## src/rtl/sipo_frame.sv

```systemverilog
// Serial<->parallel frame converter: SIPO receive (mode=0) or PISO transmit (mode=1).
// Latency: data_out/out_valid one cycle after the final strobe of a frame; ser_out valid the cycle after par_load.
// Backpressure: none; load is a per-bit strobe, par_load while busy is dropped.
//
// Optional build macro SIPO_FRAME_PARITY_EN appends one even-parity bit to every frame
// (WIDTH+1 strobes); without it par_err is tied low.
// Ports: clk; rst (synchronous, active low); mode 0=SIPO / 1=PISO; load bit strobe;
//        data_in serial in; par_in/par_load parallel word to send; data_out last received
//        word; ser_out serial out; out_valid frame-done pulse; busy transmit in progress;
//        bit_cnt bits shifted in the current frame; par_err received parity mismatch.
module sipo_frame #(
    parameter int WIDTH     = 8,
    parameter bit MSB_FIRST = 1'b1
) (
    input  logic                         clk,
    input  logic                         rst,
    input  logic                         mode,
    input  logic                         load,
    input  logic                         data_in,
    input  logic [WIDTH-1:0]             par_in,
    input  logic                         par_load,
    output logic [WIDTH-1:0]             data_out,
    output logic                         ser_out,
    output logic                         out_valid,
    output logic                         busy,
    output logic [$clog2(WIDTH+1)-1:0]   bit_cnt,
    output logic                         par_err
);

    localparam int CW = $clog2(WIDTH+1);
`ifdef SIPO_FRAME_PARITY_EN
    localparam int FRAME = WIDTH + 1;
`else
    localparam int FRAME = WIDTH;
`endif
    // bit_cnt value seen on the strobe that closes a frame
    localparam logic [CW-1:0] LAST = CW'(FRAME - 1);

    typedef enum logic [1:0] {
        IDLE,
        RX,
        TX
    } state_t;

    state_t           state;
    logic             mode_q;
    logic [WIDTH-1:0] shreg;
    logic [WIDTH-1:0] rx_shift;
    logic [WIDTH-1:0] tx_shift;
    logic             ser_bit;

    // Receive and transmit shift the same direction: the first bit on the wire
    // is the word end selected by MSB_FIRST.
    always_comb begin
        if (MSB_FIRST) begin
            rx_shift = {shreg[WIDTH-2:0], data_in};
            tx_shift = {shreg[WIDTH-2:0], 1'b0};
            ser_bit  = shreg[WIDTH-1];
        end else begin
            rx_shift = {data_in, shreg[WIDTH-1:1]};
            tx_shift = {1'b0, shreg[WIDTH-1:1]};
            ser_bit  = shreg[0];
        end
    end

`ifdef SIPO_FRAME_PARITY_EN
    localparam logic [CW-1:0] PAR_SLOT = CW'(WIDTH);
    logic par_bit;  // even parity of the word being transmitted

    // Once all data bits are out, the parity slot replaces the (now empty) shift register.
    assign ser_out = (state == TX && bit_cnt == PAR_SLOT) ? par_bit : ser_bit;
`else
    assign ser_out = ser_bit;
    assign par_err = 1'b0;
`endif

    always_ff @(posedge clk) begin
        if (!rst) begin
            state     <= IDLE;
            mode_q    <= mode;  // no spurious abort on the first cycle after reset
            shreg     <= '0;
            data_out  <= '0;
            bit_cnt   <= '0;
            out_valid <= 1'b0;
            busy      <= 1'b0;
`ifdef SIPO_FRAME_PARITY_EN
            par_err   <= 1'b0;
            par_bit   <= 1'b0;
`endif
        end else begin
            mode_q    <= mode;
            out_valid <= 1'b0;
            if (mode != mode_q) begin
                // Direction switch abandons the frame; data_out keeps the last good word.
                state   <= IDLE;
                bit_cnt <= '0;
                busy    <= 1'b0;
                shreg   <= '0;
            end else if (!mode) begin
                if (load) begin
                    if (bit_cnt == LAST) begin
                        state     <= IDLE;
                        bit_cnt   <= '0;
                        out_valid <= 1'b1;
`ifdef SIPO_FRAME_PARITY_EN
                        // Final strobe carries parity; the word is already assembled.
                        data_out  <= shreg;
                        par_err   <= (^shreg) ^ data_in;
`else
                        shreg     <= rx_shift;
                        data_out  <= rx_shift;
`endif
                    end else begin
                        state   <= RX;
                        bit_cnt <= bit_cnt + CW'(1);
                        shreg   <= rx_shift;
                    end
                end
            end else begin
                case (state)
                    TX: begin
                        if (load) begin
                            shreg <= tx_shift;
                            if (bit_cnt == LAST) begin
                                state     <= IDLE;
                                busy      <= 1'b0;
                                bit_cnt   <= '0;
                                out_valid <= 1'b1;
                            end else begin
                                bit_cnt <= bit_cnt + CW'(1);
                            end
                        end
                    end
                    default: begin
                        // A strobe in the par_load cycle is ignored; the first bit
                        // goes out on the next strobe.
                        if (par_load) begin
                            shreg   <= par_in;
                            busy    <= 1'b1;
                            bit_cnt <= '0;
                            state   <= TX;
`ifdef SIPO_FRAME_PARITY_EN
                            par_bit <= ^par_in;
`endif
                        end
                    end
                endcase
            end
        end
    end

endmodule
```

## config.mk

```make
export PLATFORM = sky130hd
export DESIGN_NAME = sipo_frame
export DESIGN_NICKNAME = d
export VERILOG_FILES = /design/src/rtl/sipo_frame.sv
export SDC_FILE = /design/constraint.sdc
export NUM_CORES = 1
export LEC_CHECK = 0
export CAP_MARGIN = 0
export CORE_AREA = 4 4 49 59
export DETAILED_ROUTE_END_ITERATION = 6
export DIE_AREA = 0 0 53 63
export PLACE_DENSITY = 0.8
export SLEW_MARGIN = 20
export SYNTH_ARGS = -nofsm -noshare
export SYNTH_HDL_FRONTEND = slang
export SYNTH_SLANG_ARGS = --single-unit
```

## constraint.sdc

```tcl
create_clock -name clk -period 4.1 [get_ports clk]
set_clock_uncertainty 0.1 [all_clocks]
set_input_delay 1.025 -clock clk [delete_from_list [all_inputs] [get_ports clk]]
set_output_delay 1.025 -clock clk [all_outputs]
set_load 0.05 [all_outputs]
```

==> flow_metrics.tcl <==
set metrics [dict create \
    root_buffer "clkbuf_4" \
    critPathMaxStageDelay_ns 0.84 \
    cp-start-kind "flop" \
    grt_max_degree 15 \
    drt-initial-drc-count 40 \
    cap_violations 0 \
    timing.final.crit_period_ns 2.72 \
    postCtsHoldBufs 0 \
    finalPower_mw 0.433 \
    cts_made_buffers 3 \
    boundaryPins 30 \
    finalCritPeriodShare_pct 66.2 \
    hp-start "data_out[1]" \
    crit_chain "clkdlybuf4s50_1" \
    synth_area_um2 1150 \
    initial_core_util_pct 49.8 \
    cp_top_family "buffers and inverters" \
    globalplace.congestion 0.808 \
    die_area_um2 3340 \
    fp.coreArea_um2 2310 \
    timing.rr.end "data_out[4]" \
    die_h_um 63 \
    clock_sinks 25 \
    rrSetupSlack_ns 2.31 \
    first_pass_iters 4 \
    clock.fmax_ghz 0.368 \
    synth_simple_gate_area_share_pct 29.8 \
    rsz0062_at_grt "no" \
    clock_path_buffers 2 \
    async_reset_ff_share_pct 0 \
    cts_tree "done" \
    status "finished clean" \
    syn_area_per_cell_um2 9.40 \
    grt_pass1_wl_um 4480 \
    drc 0 \
    port_buffers 28 \
    whs_endpoint "data_out[1]" \
    yosysTopAreaCell "dfxtp_1" \
    static-leakage-power_nw 0.510 \
    rows 19 \
    synthMostInstantiatedCell "dfxtp_1" \
    critPathArrivalTime_ns 1.59 \
    dpl.hpwl_um 1990 \
    tns_ns 0 \
    h-tree-depth 1 \
    viasPerCell 5.70 \
    cp.required_ns 2.97 \
    synth_compound_area_share_pct 20.5 \
    die_x_um 53 \
    path_buf_inv 1 \
    gr-total-overflow 0 \
    antennaDiodeCount 0 \
    synth_cell_type_count 36 \
    seq_area_frac_synth_pct 43.6 \
    setup_viol 0 \
    wl_per_cell_um 14.7 \
    synth_area_leaders "dfxtp_1, nand3b_1, o2111a_1" \
    vias 1021 \
    post_cts_resized 0 \
    clk_pin_slew_ns 0.14 \
    r2r-start "bit_cnt[0]" \
    ant_nets 0 \
    track_usage_pct 17.1 \
    vdd_drop_max_uv 250 \
    ys.flop_type "dfxtp_1" \
    synth_common_cells "dfxtp_1, nand2_1, nand3b_1" \
    crit_type "flop to output pin" \
    yosys_warnings 0 \
    grt_antenna_before_repair 0 \
    cp_max_fo 6 \
    finalMaxSlewViolations 0 \
    reg2regPathDepth 5 \
    synth_edf_count 0 \
    fin_nets 165 \
    cts_setup_buffers 0 \
    drive_above_1_share_pct 7.43 \
    synth-xor-area-share_pct 0 \
    synth_top_family_by_area "simple AND/OR/NAND/NOR gates" \
    synthMuxAreaShare_pct 0 \
    finalHoldViolations 0 \
    synth_fp_nets 138 \
    min_path_cells 2 \
    areaGrowthSynthToFinish_pct 27.9 \
    critPathSlowestCell "clkdlybuf4s50_1" \
    clk_latency_ns 0.31 \
    grt_pass1_vias 1017 \
    drt_wl_total_um 2620 \
    synth_fa_ha_area_share_pct 2.18 \
    hold_path_class "flop to flop" \
    cp-end-kind "output pin" \
    pwr_density_cell_nw_per_um2 295 \
    synthCells 122 \
    max_slew.worst_pin.slew_ns 0.498 \
    final_util_pct 63.6 \
    netlist.area_leader.share_pct 43.6 \
    ys_ff_latch 25 \
    relSlewSlack_pct 66.7 \
]
[layout make-up]
type,count,area [um2]
Inverter,2,7.51
Multi-Input combinational cell,88,606
Fill cell,206,838
Timing Repair Buffer,29,288
Clock inverter,1,5.00
Tap cell,31,38.8
Clock buffer,3,22.5
Sequential cell,25,500
[cell families after synthesis]
logic type / Yosys count
other: 1
DFF: 25
AOI/OAI and AO/OA: 28
adders and majority gates: 2
and+or+nand+nor: 57
buffers and inverters: 9
[per-layer routing]
metal	routed length (um)	up-vias	GRT usage, %
li1	-	500	-
met5	0	-	0
met2	1330	30	28.3
met4	27	0	5.43
met3	134	4	3.10
met1	1130	487	21.8
[power breakdown]
part           leakage (nW)  switching, mW  internal (mW)  total [mW]
logic                 0.289         0.0384         0.0309      0.0693
registers             0.203        0.00594          0.250       0.256
clock network        0.0177         0.0711         0.0364       0.108
[state kept, by name, summed over array words and instances (netlist names)]
register   cells
bit_cnt        4
shreg          8
data_out       8
mode_q         1
out_valid      1
state          2
busy           1
[placed cells by master, fill, tap and decap left out]
| cell | instances |
|---|---|
| o21ai_0 | 1 |
| a21boi_0 | 8 |
| nand2b_1 | 1 |
| buf_4 | 1 |
| nand3_1 | 9 |
| or2b_1 | 1 |
| nand3_2 | 1 |
| nor2b_1 | 1 |
| o21ai_4 | 1 |
| nor2_1 | 2 |
| ha_1 | 2 |
| and3_1 | 2 |
| nand3b_1 | 15 |
| inv_2 | 1 |
| o41ai_1 | 2 |
| and4b_1 | 1 |
| nand2_2 | 1 |
| nor2_2 | 1 |
| clkdlybuf4s50_1 | 28 |
| nor3_1 | 1 |
| and3b_1 | 1 |
| a21oi_1 | 4 |
| o2111a_1 | 7 |
| clkinv_2 | 1 |
| nor3b_1 | 1 |
| o22ai_1 | 2 |
| nand2_1 | 15 |
| a221oi_1 | 1 |
| inv_1 | 1 |
| conb_1 | 1 |
| or4_1 | 1 |
| o211ai_1 | 1 |
| nor2b_4 | 1 |
| o2111ai_1 | 1 |
| clkbuf_4 | 3 |
| nand4_1 | 2 |
| dfxtp_1 | 25 |
[worst max-delay path by stage]
stage / startpoint / to / cells after the start
CTS: bit_cnt[2] / bit_cnt[2] / 1
floorplan: mode / bit_cnt[2] / 6
finish: bit_cnt[2] / bit_cnt[2] / 1
global route: load / data_out[4] / 5
global placement: mode / bit_cnt[0] / 5
detailed placement: mode / bit_cnt[2] / 5
[stage by stage]
stage          setup slack [ns]  hold WS [ns]  area [um2]  instances
4_1_cts                    1.37         0.377        1470        179
2_1_floorplan              1.91         0.355        1150        122
6_report                   1.38         0.374        1470        179
3_3_place_gp               1.20         0.351        1440        175
5_1_grt                    1.32         0.404        1470        179
3_5_place_dp               1.08         0.358        1440        175
Note: power is estimated with default switching activity, not from simulation.
